===== src/rtl/control_sequencer.sv =====
// Control sequencer for the accumulator processor.
// Decodes the IR and drives the datapath strobes. All state and outputs change on
// the falling clock edge, and every output is registered. The outputs set on an edge
// belong to the state being left on that edge.
module control_sequencer #(
  parameter int              INSTR_W       = 16,
  parameter int              SRC_W         = 4,
  parameter int              DST_W         = 3,
  parameter logic [SRC_W-1:0] CONST_SEL    = SRC_W'(11),
  parameter bit              MEM_HANDSHAKE = 1'b1
) (
  input  logic               clock,
  input  logic               reset,
  input  logic               enable,
  input  logic [INSTR_W-1:0] instruction,
  input  logic               zero_flag,
  input  logic               mem_ready,
  input  logic               tx_done,
  output logic               load_instruction,
  output logic [3:0]         ALU_control,
  output logic [SRC_W-1:0]   select_source,
  output logic [DST_W-1:0]   select_destination,
  output logic [1:0]         IDC_control,
  output logic [1:0]         MDR_control,
  output logic [1:0]         MAR_control,
  output logic [1:0]         PC_control,
  output logic               write_DRAM,
  output logic               start_Tx,
  output logic               halted,
  output logic [4:0]         o_dbg_state
);

  localparam logic [4:0] S_START   = 5'd0;
  localparam logic [4:0] S_FETCH1  = 5'd1;
  localparam logic [4:0] S_FETCH2  = 5'd2;
  localparam logic [4:0] S_NOP     = 5'd3;
  localparam logic [4:0] S_LOAD1   = 5'd4;
  localparam logic [4:0] S_LOAD2   = 5'd5;
  localparam logic [4:0] S_STORE1  = 5'd6;
  localparam logic [4:0] S_STORE2  = 5'd7;
  localparam logic [4:0] S_COPY1   = 5'd8;
  localparam logic [4:0] S_COPY2   = 5'd9;
  localparam logic [4:0] S_JUMP    = 5'd10;
  localparam logic [4:0] S_JPZ     = 5'd11;
  localparam logic [4:0] S_ARITH1  = 5'd12;  // ADD/SUB/MUL/DIV operand phase
  localparam logic [4:0] S_ARITH2  = 5'd13;  // ADD/SUB/MUL/DIV ALU phase
  localparam logic [4:0] S_UNARY   = 5'd14;  // CLR/INC/DEC
  localparam logic [4:0] S_LOADK   = 5'd15;
  localparam logic [4:0] S_END     = 5'd16;
  localparam logic [4:0] S_TX_WAIT = 5'd17;
  localparam logic [4:0] S_HALT    = 5'd18;

  logic [4:0]       r_state;
  logic [3:0]       r_op;
  logic [SRC_W-1:0] r_src;
  logic [DST_W-1:0] r_dst;

  logic             r_ld;
  logic [3:0]       r_alu;
  logic [SRC_W-1:0] r_sel_src;
  logic [DST_W-1:0] r_sel_dst;
  logic [1:0]       r_idc, r_mdr, r_mar, r_pc;
  logic             r_wr, r_tx, r_halted;

  logic [4:0]       w_nxt_state;
  logic             w_ld;
  logic [3:0]       w_alu;
  logic [SRC_W-1:0] w_sel_src;
  logic [DST_W-1:0] w_sel_dst;
  logic [1:0]       w_idc, w_mdr, w_mar, w_pc;
  logic             w_wr, w_tx, w_halted;

  // Raw decode fields, only consumed in FETCH2; later states use the latched copies.
  logic [3:0]       w_op;
  logic [SRC_W-1:0] w_src;
  logic [DST_W-1:0] w_dst;
  logic             w_unused_ir;

  assign w_op        = instruction[INSTR_W-1 -: 4];
  assign w_src       = instruction[INSTR_W-5 -: SRC_W];
  assign w_dst       = instruction[DST_W-1:0];
  assign w_unused_ir = ^instruction;

  // Next state and next output values for the state currently held.
  always_comb begin
    w_nxt_state = S_START;
    w_ld        = 1'b0;
    w_alu       = 4'd0;
    w_sel_src   = '0;
    w_sel_dst   = '0;
    w_idc       = 2'd0;
    w_mdr       = 2'd0;
    w_mar       = 2'd0;
    w_pc        = 2'd0;
    w_wr        = 1'b0;
    w_tx        = 1'b0;
    w_halted    = 1'b0;
    case (r_state)
      S_START:  w_nxt_state = S_FETCH1;
      S_FETCH1: begin
        if (enable) begin
          w_ld        = 1'b1;
          w_nxt_state = S_FETCH2;
        end else begin
          w_nxt_state = S_FETCH1;
        end
      end
      S_FETCH2: begin
        w_pc = 2'd1;
        case (w_op)
          4'd1:                    w_nxt_state = S_LOAD1;
          4'd2:                    w_nxt_state = S_STORE1;
          4'd3:                    w_nxt_state = S_COPY1;
          4'd4:                    w_nxt_state = S_JUMP;
          4'd5, 4'd6, 4'd7, 4'd8:  w_nxt_state = S_ARITH1;
          4'd9, 4'd10, 4'd11:      w_nxt_state = S_UNARY;
          4'd12:                   w_nxt_state = S_LOADK;
          4'd13:                   w_nxt_state = S_JPZ;
          4'd15:                   w_nxt_state = S_END;
          default:                 w_nxt_state = S_NOP;
        endcase
      end
      S_NOP: w_nxt_state = S_FETCH1;
      S_LOAD1: begin
        w_mar = (r_src == SRC_W'(1)) ? 2'd1 : (r_src == SRC_W'(2)) ? 2'd2 : 2'd0;
        w_nxt_state = S_LOAD2;
      end
      S_LOAD2: begin
        w_mdr       = 2'd1;
        w_nxt_state = (!MEM_HANDSHAKE || mem_ready) ? S_FETCH1 : S_LOAD2;
      end
      S_STORE1: begin
        w_mar = (r_src == SRC_W'(1)) ? 2'd1 : (r_src == SRC_W'(2)) ? 2'd3 : 2'd0;
        w_nxt_state = S_STORE2;
      end
      S_STORE2: begin
        w_wr        = 1'b1;
        w_nxt_state = (!MEM_HANDSHAKE || mem_ready) ? S_FETCH1 : S_STORE2;
      end
      S_COPY1: begin
        w_sel_src   = r_src;
        w_nxt_state = S_COPY2;
      end
      S_COPY2: begin
        // AC and MDR are not plain bus destinations: AC loads through the ALU, MDR via its mux.
        if (r_dst == DST_W'(1)) begin
          w_alu = 4'd5;
        end else if (r_dst == DST_W'(5)) begin
          w_sel_dst = DST_W'(5);
          w_mdr     = 2'd2;
        end else begin
          w_sel_dst = r_dst;
        end
        w_nxt_state = S_FETCH1;
      end
      S_JUMP: begin
        w_pc        = 2'd2;
        w_nxt_state = S_FETCH1;
      end
      S_JPZ: begin
        w_pc        = zero_flag ? 2'd2 : 2'd0;
        w_nxt_state = S_FETCH1;
      end
      S_ARITH1: begin
        // MUL/DIV always take the instruction constant as operand.
        w_sel_src   = (r_op == 4'd7 || r_op == 4'd8) ? CONST_SEL : r_src;
        w_nxt_state = S_ARITH2;
      end
      S_ARITH2: begin
        case (r_op)
          4'd5:    w_alu = 4'd1;
          4'd6:    w_alu = 4'd2;
          4'd7:    w_alu = 4'd3;
          default: w_alu = 4'd4;
        endcase
        w_nxt_state = S_FETCH1;
      end
      S_UNARY: begin
        // Source 1 is the accumulator, handled by the ALU; anything else uses the IDC.
        if (r_src == SRC_W'(1)) begin
          case (r_op)
            4'd9:    w_alu = 4'd9;
            4'd10:   w_alu = 4'd7;
            default: w_alu = 4'd8;
          endcase
        end else begin
          case (r_op)
            4'd9:    w_idc = 2'd3;
            4'd10:   w_idc = 2'd1;
            default: w_idc = 2'd2;
          endcase
        end
        w_nxt_state = S_FETCH1;
      end
      S_LOADK: begin
        w_alu       = 4'd6;
        w_nxt_state = S_FETCH1;
      end
      S_END: begin
        w_tx        = 1'b1;
        w_nxt_state = S_TX_WAIT;
      end
      S_TX_WAIT: w_nxt_state = tx_done ? S_HALT : S_TX_WAIT;
      S_HALT: begin
        w_halted    = 1'b1;
        w_nxt_state = S_HALT;
      end
      default: w_nxt_state = S_START;
    endcase
  end

  // State, latched decode fields and registered outputs, all on the falling edge.
  always_ff @(negedge clock or posedge reset) begin
    if (reset) begin
      r_state   <= S_START;
      r_op      <= 4'd0;
      r_src     <= '0;
      r_dst     <= '0;
      r_ld      <= 1'b0;
      r_alu     <= 4'd0;
      r_sel_src <= '0;
      r_sel_dst <= '0;
      r_idc     <= 2'd0;
      r_mdr     <= 2'd0;
      r_mar     <= 2'd0;
      r_pc      <= 2'd0;
      r_wr      <= 1'b0;
      r_tx      <= 1'b0;
      r_halted  <= 1'b0;
    end else begin
      r_state   <= w_nxt_state;
      if (r_state == S_FETCH2) begin
        r_op  <= w_op;
        r_src <= w_src;
        r_dst <= w_dst;
      end
      r_ld      <= w_ld;
      r_alu     <= w_alu;
      r_sel_src <= w_sel_src;
      r_sel_dst <= w_sel_dst;
      r_idc     <= w_idc;
      r_mdr     <= w_mdr;
      r_mar     <= w_mar;
      r_pc      <= w_pc;
      r_wr      <= w_wr;
      r_tx      <= w_tx;
      r_halted  <= w_halted;
    end
  end

  assign load_instruction   = r_ld;
  assign ALU_control        = r_alu;
  assign select_source      = r_sel_src;
  assign select_destination = r_sel_dst;
  assign IDC_control        = r_idc;
  assign MDR_control        = r_mdr;
  assign MAR_control        = r_mar;
  assign PC_control         = r_pc;
  assign write_DRAM         = r_wr;
  assign start_Tx           = r_tx;
  assign halted             = r_halted;
  assign o_dbg_state        = r_state;

endmodule


===== config.mk =====
export PLATFORM = sky130hd
export DESIGN_NAME = control_sequencer
export DESIGN_NICKNAME = d
export VERILOG_FILES = /design/src/rtl/control_sequencer.sv
export SDC_FILE = /design/constraint.sdc
export NUM_CORES = 1
export LEC_CHECK = 0
export ABC_AREA = 1
export CORE_MARGIN = 5
export CORE_UTILIZATION = 39
export CTS_CLUSTER_SIZE = 12
export DETAILED_ROUTE_END_ITERATION = 16
export GPL_TIMING_DRIVEN = 0
export PLACE_DENSITY = 0.75
export SYNTH_ARGS = -nofsm -noshare
export SYNTH_HDL_FRONTEND = slang
export SYNTH_SLANG_ARGS = --single-unit

===== constraint.sdc =====
create_clock -name clock -period 2 [get_ports clock]
set_clock_uncertainty 0.05 [all_clocks]
set_input_delay 0.6 -clock clock [delete_from_list [all_inputs] [get_ports clock]]
set_output_delay 0.6 -clock clock [all_outputs]
set_load 0.02 [all_outputs]

== After elaboration in Yosys (flattened, before gate mapping) ==
Memory sizes are Yosys's and may differ from the RTL's.
Cells that the tools add are included.

* Mux-type cells: 33
* Reduce and logical (&&, ||, !) cells: 3
* Equality and inequality tests: 28

{| class="wikitable"
|+ Operator list
! kind !! count
|-
| one-hot mux 5 bit (12 select lines) || 1
|-
| == test 5 x 4 -> 1 bit, second input constant || 8
|-
| two-way mux 2 bit || 11
|-
| == test 5 x 3 -> 1 bit, second input constant || 4
|-
| two-way mux 3 bit || 6
|-
| one-hot mux 4 bit (2 select lines) || 2
|-
| one-hot mux 4 bit (4 select lines) || 1
|-
| == test 5 bit, second input constant || 3
|-
| == test 4 x 3 -> 1 bit, second input constant || 3
|-
| == test 4 bit, second input constant || 3
|-
| one-hot mux 2 bit (2 select lines) || 3
|-
| == test 5 x 2 -> 1 bit, second input constant || 2
|-
| one-hot mux 3 bit (3 select lines) || 1
|-
| two-way mux 4 bit || 2
|-
| OR reduction 8 bit || 1
|-
| one-hot mux 2 bit (3 select lines) || 1
|-
| == test 5 x 1 -> 1 bit, second input constant || 1
|-
| zero test 5 bit || 1
|-
| two-way mux 1 bit || 5
|-
| == test 4 x 1 -> 1 bit, second input constant || 1
|-
| == test 4 x 2 -> 1 bit, second input constant || 1
|-
| == test 3 x 1 -> 1 bit, second input constant || 1
|-
| == test 3 bit, second input constant || 1
|-
| logical OR 1 bit || 1
|}

* Flip-flop bits (word level): 39
* Memories kept: 1
* ROM bits: 80
* Output and inout bits: 28

{| class="wikitable"
|+ Memories
! name !! depth !! bits a word !! rd ports !! clocked after memory_dff !! wr ports !! line !! source
|-
| (no name shown) || 16 || 5 || 1 || 0 || 0 || 110 || <nowiki>case (w_op)</nowiki>
|}

== Longest topological paths before layout ==
Gate-level depths: netlist of run 1.

* Word-level depth: 4
* Depth in mapped cells: 8
* Mapped depth without buffers: 8

==> out/metrics.csv, run 1 <==
stage,metric,value,unit
setup_path,worst r2r src,o_dbg_state[4],
sta,setup violators final,32,
route,routed wire length,4.40,mm
grt,first-pass GRT wire length,7.56,mm
setup_path,RR Endpoint,o_dbg_state[0],
pwr,Max VDD drop,0.000359,V
placement,routability congestion estimate,0.841,
setup_path,WS Path Type,reg -> out,
die,DIE WIDTH,78.9,um
final_layout,area delta synth->final,44.9,%
sta,slew margin rel.,0.642,
placement,dpl ws,-1210,ps
setup_path,Critical Path End Type,output port,
route,routed via count,1650,
status,status,finished with violations,
setup_path,WP data required,1350,ps
clocking,CTS Buffer Depth,2,
hold_path,HP Start,r_src[2],
grt,antenna violations before repair,0,
clocking,Num CTS Buffers,5,
final_layout,antenna cell count,0,
die,Die ar.,0.00622,mm2
placement,Detailed Place HPWL,3.18,mm
synth,Avg Inst Size Synth,8.11,um2
setup_path,startpoint types,flop,
status,failing checks,setup timing,
route,DR iter-0 viols,160,
setup_path,Worst R2R Path Depth,9,
setup_path,slowest CP cell,dfrtn_1,
setup_path,CP Max Fanout,2,
sta,RSZ-0062 raised after global routing,yes,
synth,Synth Register Bits,39,
grt,GRT Total Usage,0.154,
route,antenna-violating nets left,0,
clocking,CTS tree,yes,
route,DRC viols,0,
final_layout,"commonest non-fill, non-tap cell in the layout",nand2_1,
sta,"Slew Viols, Final",0,
die,num rows,25,
route,Via-to-Cell Ratio,4.82,
synth,syn_nets,252,
synth,Main synth FF type,dfrtn_1,
setup_path,"slowest stage delay, CP",440,ps
setup_path,Worst Path Buf+Inv,1,
setup_path,crit path cell chain,buf_6,
synth,post-synth cell types,25,
clocking,# hold bufs at CTS,0,
synth,"Seq/Total Area, Yosys",0.528,
grt,vias in the first global route,1650,
sta,slew of the pin with the lowest slew margin,537,ps
clocking,clock root cell,clkbuf_8,
synth,asr flop ratio synth,1.00,
placement,IO Port Bufs,42,
die,Die Height,78.9,um
final_layout,fillcell total,430,
route,wire per inst,12.9,um
synth,Post-synth EDFFs,0,
run,Max-Cap Viols,0,
sta,endpoints failing hold,0,
synth,synth warn,0,
hold_path,hold endpoint,r_src[2],
setup_path,Stages on worst setup path,1,
clocking,clk sink count,39,
grt,total gr overflow,0,
route,DR pass1 iterations,4,
final_layout,fin nets,311,
setup_path,r2r setup slk,480,ps
clocking,register clock-pin slew on the reported worst setup and hold paths,50,ps
clocking,level count of the clock H-tree,2,
sta,worst hold slack,417,ps
die,initial cell density of the core,0.397,
clocking,later-pin clock latency in the skew report,300,ps
die,core footprint,0.00466,mm2
hold_path,Hold Crit Depth,2,
setup_path,critical path arrival,1870,ps
pwr,Pwr Density,1060,mW/mm2
final_layout,share of layout cells above drive strength 1,0.288,
sta,Setup WS post-layout,-518,ps
grt,pin count of the biggest net entering global routing,12,
hold_path,HP Class,reg -> reg,
setup_path,Top delay family on crit path,flip-flops,
die,io pins,50,
final_layout,"commonest non-fill, non-tap cells in the layout","nand2_1, dfrtn_1, buf_6, nor2_1, inv_1",
synth,Syn Std Cell Area,0.00185,mm2
pwr,Leak,1.39,nW
synth,post-synthesis cell count,228,
==> tightest hold or removal path: stages, from the launching register on <==
cell and delay (ps):
dfrtn_1 440, nand2_1 60, nand2_1 50
==> per-stage QoR <==
stage,total power (W),area (um2),cells,setup TNS (ps),utilization
CTS,0.00282,2640,340,-13710,0.565
detailed placement,0.00223,2430,324,-50290,0.521
finish,0.00283,2680,342,-13560,0.575
global placement,0.00220,2430,324,-49380,0.521
floorplan,0.00186,1940,228,-5090,-
global route,0.00305,2680,342,-14570,0.575
==> timing repair <==
| item | CTS | global route |
|---|---|---|
| pin swaps | 11 | 4 |
| resized for setup | 201 | 10 |
| gates cloned | 2 | 2 |
| buffers inserted | 6 | 0 |
| setup endpoints to repair | 83 | 54 |
==> worst max-delay path by stage <==
stage                          from        endpoint  slack (ps)
finish               o_dbg_state[3]  o_dbg_state[3]        -520
floorplan           instruction[13]  o_dbg_state[2]        -310
global route         o_dbg_state[3]  o_dbg_state[3]        -530
detailed placement  instruction[13]  o_dbg_state[0]       -1210
global placement    instruction[13]  o_dbg_state[0]       -1190
CTS                  o_dbg_state[3]  o_dbg_state[3]        -520
==> sequential cells by signal, summed over array words and instances (netlist names), 3 cells and up <==
name / cells
r_dst: 3
select_destination: 3
select_source: 4
ALU_control: 4
r_src: 4
o_dbg_state: 5
r_op: 4
==> metal layers <==
layer / vias to the layer above / routed length [um] / track usage
met4: 0 / 84 / 0.0653
met1: 750 / 1910 / 0.196
li1: 839 / - / -
met2: 54 / 2190 / 0.257
met3: 7 / 217 / 0.0295
met5: - / 0 / 0
==> cells by family after synthesis <==
logic type	count (synthesis)	share of synthesized area
AND/OR/NAND/NOR	124	0.301
buffers and inverters	41	0.0940
flip-flops	39	0.528
AO/OA/AOI/OAI	22	0.0636
adder cells (fa/ha/maj)	2	0.0135
==> cell usage after synthesis (2+ instances only) <==
cell type / number / area share
nand4_1: 6 / 0.020
o21ai_1: 5 / 0.014
nand3_2: 2 / 0.011
and3_1: 2 / 0.0068
inv_2: 4 / 0.0081
nor2_1: 25 / 0.051
ha_1: 2 / 0.014
buf_6: 2 / 0.012
a21oi_1: 5 / 0.014
nor2_2: 3 / 0.010
nand2_1: 58 / 0.12
o21ai_0: 8 / 0.022
nor2_4: 2 / 0.012
inv_1: 29 / 0.059
nand3_1: 24 / 0.065
buf_2: 4 / 0.011
dfrtn_1: 39 / 0.53
==> report_power, final <==
group | switching [W] | internal, W | leakage, nW
Sequential | 0.000119 | 0.000990 | 0.520
Clock | 0.000256 | 0.000244 | 0.0422
Combinational | 0.000753 | 0.000468 | 0.830
==> area by class of cell <==
cell class | count | area, um2 | area share
Sequential cell | 39 | 976 | 0.364
Multi-Input combinational cell | 148 | 762 | 0.284
Timing Repair Buffer | 48 | 534 | 0.199
Inverter | 34 | 154 | 0.0574
Buffer | 7 | 77.6 | 0.0289
Clock buffer | 7 | 76.3 | 0.0285
Tap cell | 54 | 67.6 | 0.0252
Timing Repair inverter | 4 | 27.5 | 0.0103
Clock inverter | 1 | 5.00 | 0.00187
Power figures use the tool's default switching activity.
==> run 2: changes to the inputs <==
Settings changed: SETUP_SLACK_MARGIN set to 0.4.
==> run 2 against run 1 <==
Compared with the run above:
- the run still ends with setup timing left
- wire length increased by 10%
- sequential share of layout area down 3.1 points
- sequential power about the same
- clock power rose by 1%
- via count grew 3.4%
- flip-flop and latch count did not move
- critical path depth is the same
- core utilization grew 5.3 points
- global-route usage grew 0.87 points
- register-to-register slack got worse by 80 ps
- die area did not move
- design area up 9.3%
==> out/metrics.csv, run 2 (synthesized netlist as in run 1, its figures left out) <==
stage,metric,value,unit
placement,routability congestion estimate,0.870,
final_layout,"non-filler cells, final",346,
sta,Post-Route Setup TNS,-13970,ps
clocking,later-pin clock latency in the skew report,290,ps
clocking,CTS tree,yes,
status,failing checks,setup timing,
grt,first-pass GRT wire length,7.83,mm
setup_path,WP data required,1350,ps
setup_path,critical path arrival,1880,ps
final_layout,"commonest non-fill, non-tap cells in the layout","nand2_1, dfrtn_1, buf_6, nor2_1, inv_1",
sta,setup violators final,33,
setup_path,startpoint types,flop,
sta,"Slew Viols, Final",0,
setup_path,Worst Path Buf+Inv,1,
final_layout,fin nets,316,
route,Via-to-Cell Ratio,4.93,
grt,antenna violations before repair,0,
die,num rows,25,
final_layout,final instance area,0.00293,mm2
setup_path,crit path cell chain,buf_6,
sta,slew of the pin with the lowest slew margin,403,ps
final_layout,area delta synth->final,58.4,%
grt,pin count of the biggest net entering global routing,13,
route,routed wire length,4.86,mm
route,DRC viols,0,
die,initial cell density of the core,0.397,
final_layout,antenna cell count,0,
clocking,clock root cell,clkbuf_8,
placement,cell area after placement,0.00250,mm2
die,DIE WIDTH,78.9,um
die,io pins,50,
clocking,Num CTS Buffers,5,
sta,worst hold slack,448,ps
final_layout,FF/Latch Area,976,um2
final_layout,multi-input logic area,925,um2
route,wire per inst,14.0,um
grt,total gr overflow,0,
clocking,clk sink count,39,
setup_path,Critical Path End Type,output port,
setup_path,CP Max Fanout,2,
grt,vias in the first global route,1693,
pwr,Pwr Density,1050,mW/mm2
hold_path,HP Class,reg -> reg,
die,Die Height,78.9,um
placement,dpl cells,324,
sta,slew margin rel.,0.731,
clocking,# hold bufs at CTS,0,
route,routed via count,1706,
clocking,CTS Buffer Depth,2,
sta,Setup WS post-layout,-530,ps
route,DR iter-0 viols,123,
run,Max-Cap Viols,0,
clocking,level count of the clock H-tree,2,
final_layout,Largest register FFs,5,
setup_path,WS Path Type,reg -> out,
final_layout,"commonest non-fill, non-tap cell in the layout",nand2_1,
sta,RSZ-0062 raised after global routing,yes,
status,status,finished with violations,
setup_path,slowest CP cell,dfrtn_1,
placement,IO Port Bufs,42,
pwr,Max VDD drop,0.000453,V
setup_path,Top delay family on crit path,flip-flops,
route,DR pass1 iterations,4,
die,core footprint,0.00466,mm2
final_layout,share of layout cells above drive strength 1,0.428,
pwr,Leak,1.54,nW
clocking,register clock-pin slew on the reported worst setup and hold paths,50,ps
sta,endpoints failing hold,0,
die,Die ar.,0.00622,mm2
setup_path,"slowest stage delay, CP",450,ps
final_layout,fillcell total,374,
grt,GRT Total Usage,0.163,
placement,Detailed Place HPWL,3.20,mm
route,antenna-violating nets left,0,
==> run 2: what timing repair did <==
item	4_1_cts	5_1_grt
resized for setup	255	21
setup endpoints to repair	85	48
gates cloned	4	0
buffers inserted	8	3
pin swaps	10	8
==> run 2: area by class of cell <==
class	count	area share
buffer	7	0.0303
clock buffer	5	0.0235
clock inverter	2	0.00470
inverter	34	0.0525
multi-input combinational	148	0.316
sequential	39	0.333
tap	54	0.0231
timing repair buffer	53	0.207
timing repair inverter	4	0.0103
==> run 2: final timing paths <==
| path | startpoint | endpoint | slack (ps) | cells after the start |
|---|---|---|---|---|
| worst max register to register | o_dbg_state[2] | r_src[0] | 400 | 6 |
| worst max-delay path | o_dbg_state[4] | o_dbg_state[4] | -530 | 1 |
| worst min register to register | r_dst[0] | r_dst[0] | 450 | 2 |
| worst min-delay path | r_dst[0] | r_dst[0] | 450 | 2 |
| min in group asynchronous | reset | select_source[1] | 1150 | 2 |
| max in group asynchronous | reset | ALU_control[2] | 470 | 3 |
==> run 2: per-layer routing <==
metal,wire (um),part of all wire,track usage
met5,0,0,0
met4,116,0.024,0.0687
met3,229,0.047,0.0329
met2,2630,0.54,0.297
met1,1880,0.39,0.184
==> run 2: worst min-delay path: stages, from the launching register on <==
cell and delay [ps]:
dfrtn_1 460, nand2_1 70, nand2_1 60
==> run 2: power by group <==
part / total, W / switching (W) / leakage [nW] / internal (W)
combinational: 0.00144 / 0.000872 / 0.973 / 0.000568
clock: 0.000506 / 0.000268 / 0.0440 / 0.000238
sequential: 0.00112 / 0.000126 / 0.520 / 0.000990
total: 0.00306 / 0.00127 / 1.54 / 0.00180
==> run 2: through the flow <==
| stage | utilization | total power (W) | setup WS (ps) |
|---|---|---|---|
| CTS | 0.604 | 0.00295 | -539 |
| floorplan | - | 0.00192 | -309 |
| detailed placement | 0.536 | 0.00229 | -1230 |
| global placement | 0.536 | 0.00226 | -1200 |
| global route | 0.628 | 0.00325 | -560 |
| finish | 0.628 | 0.00306 | -530 |
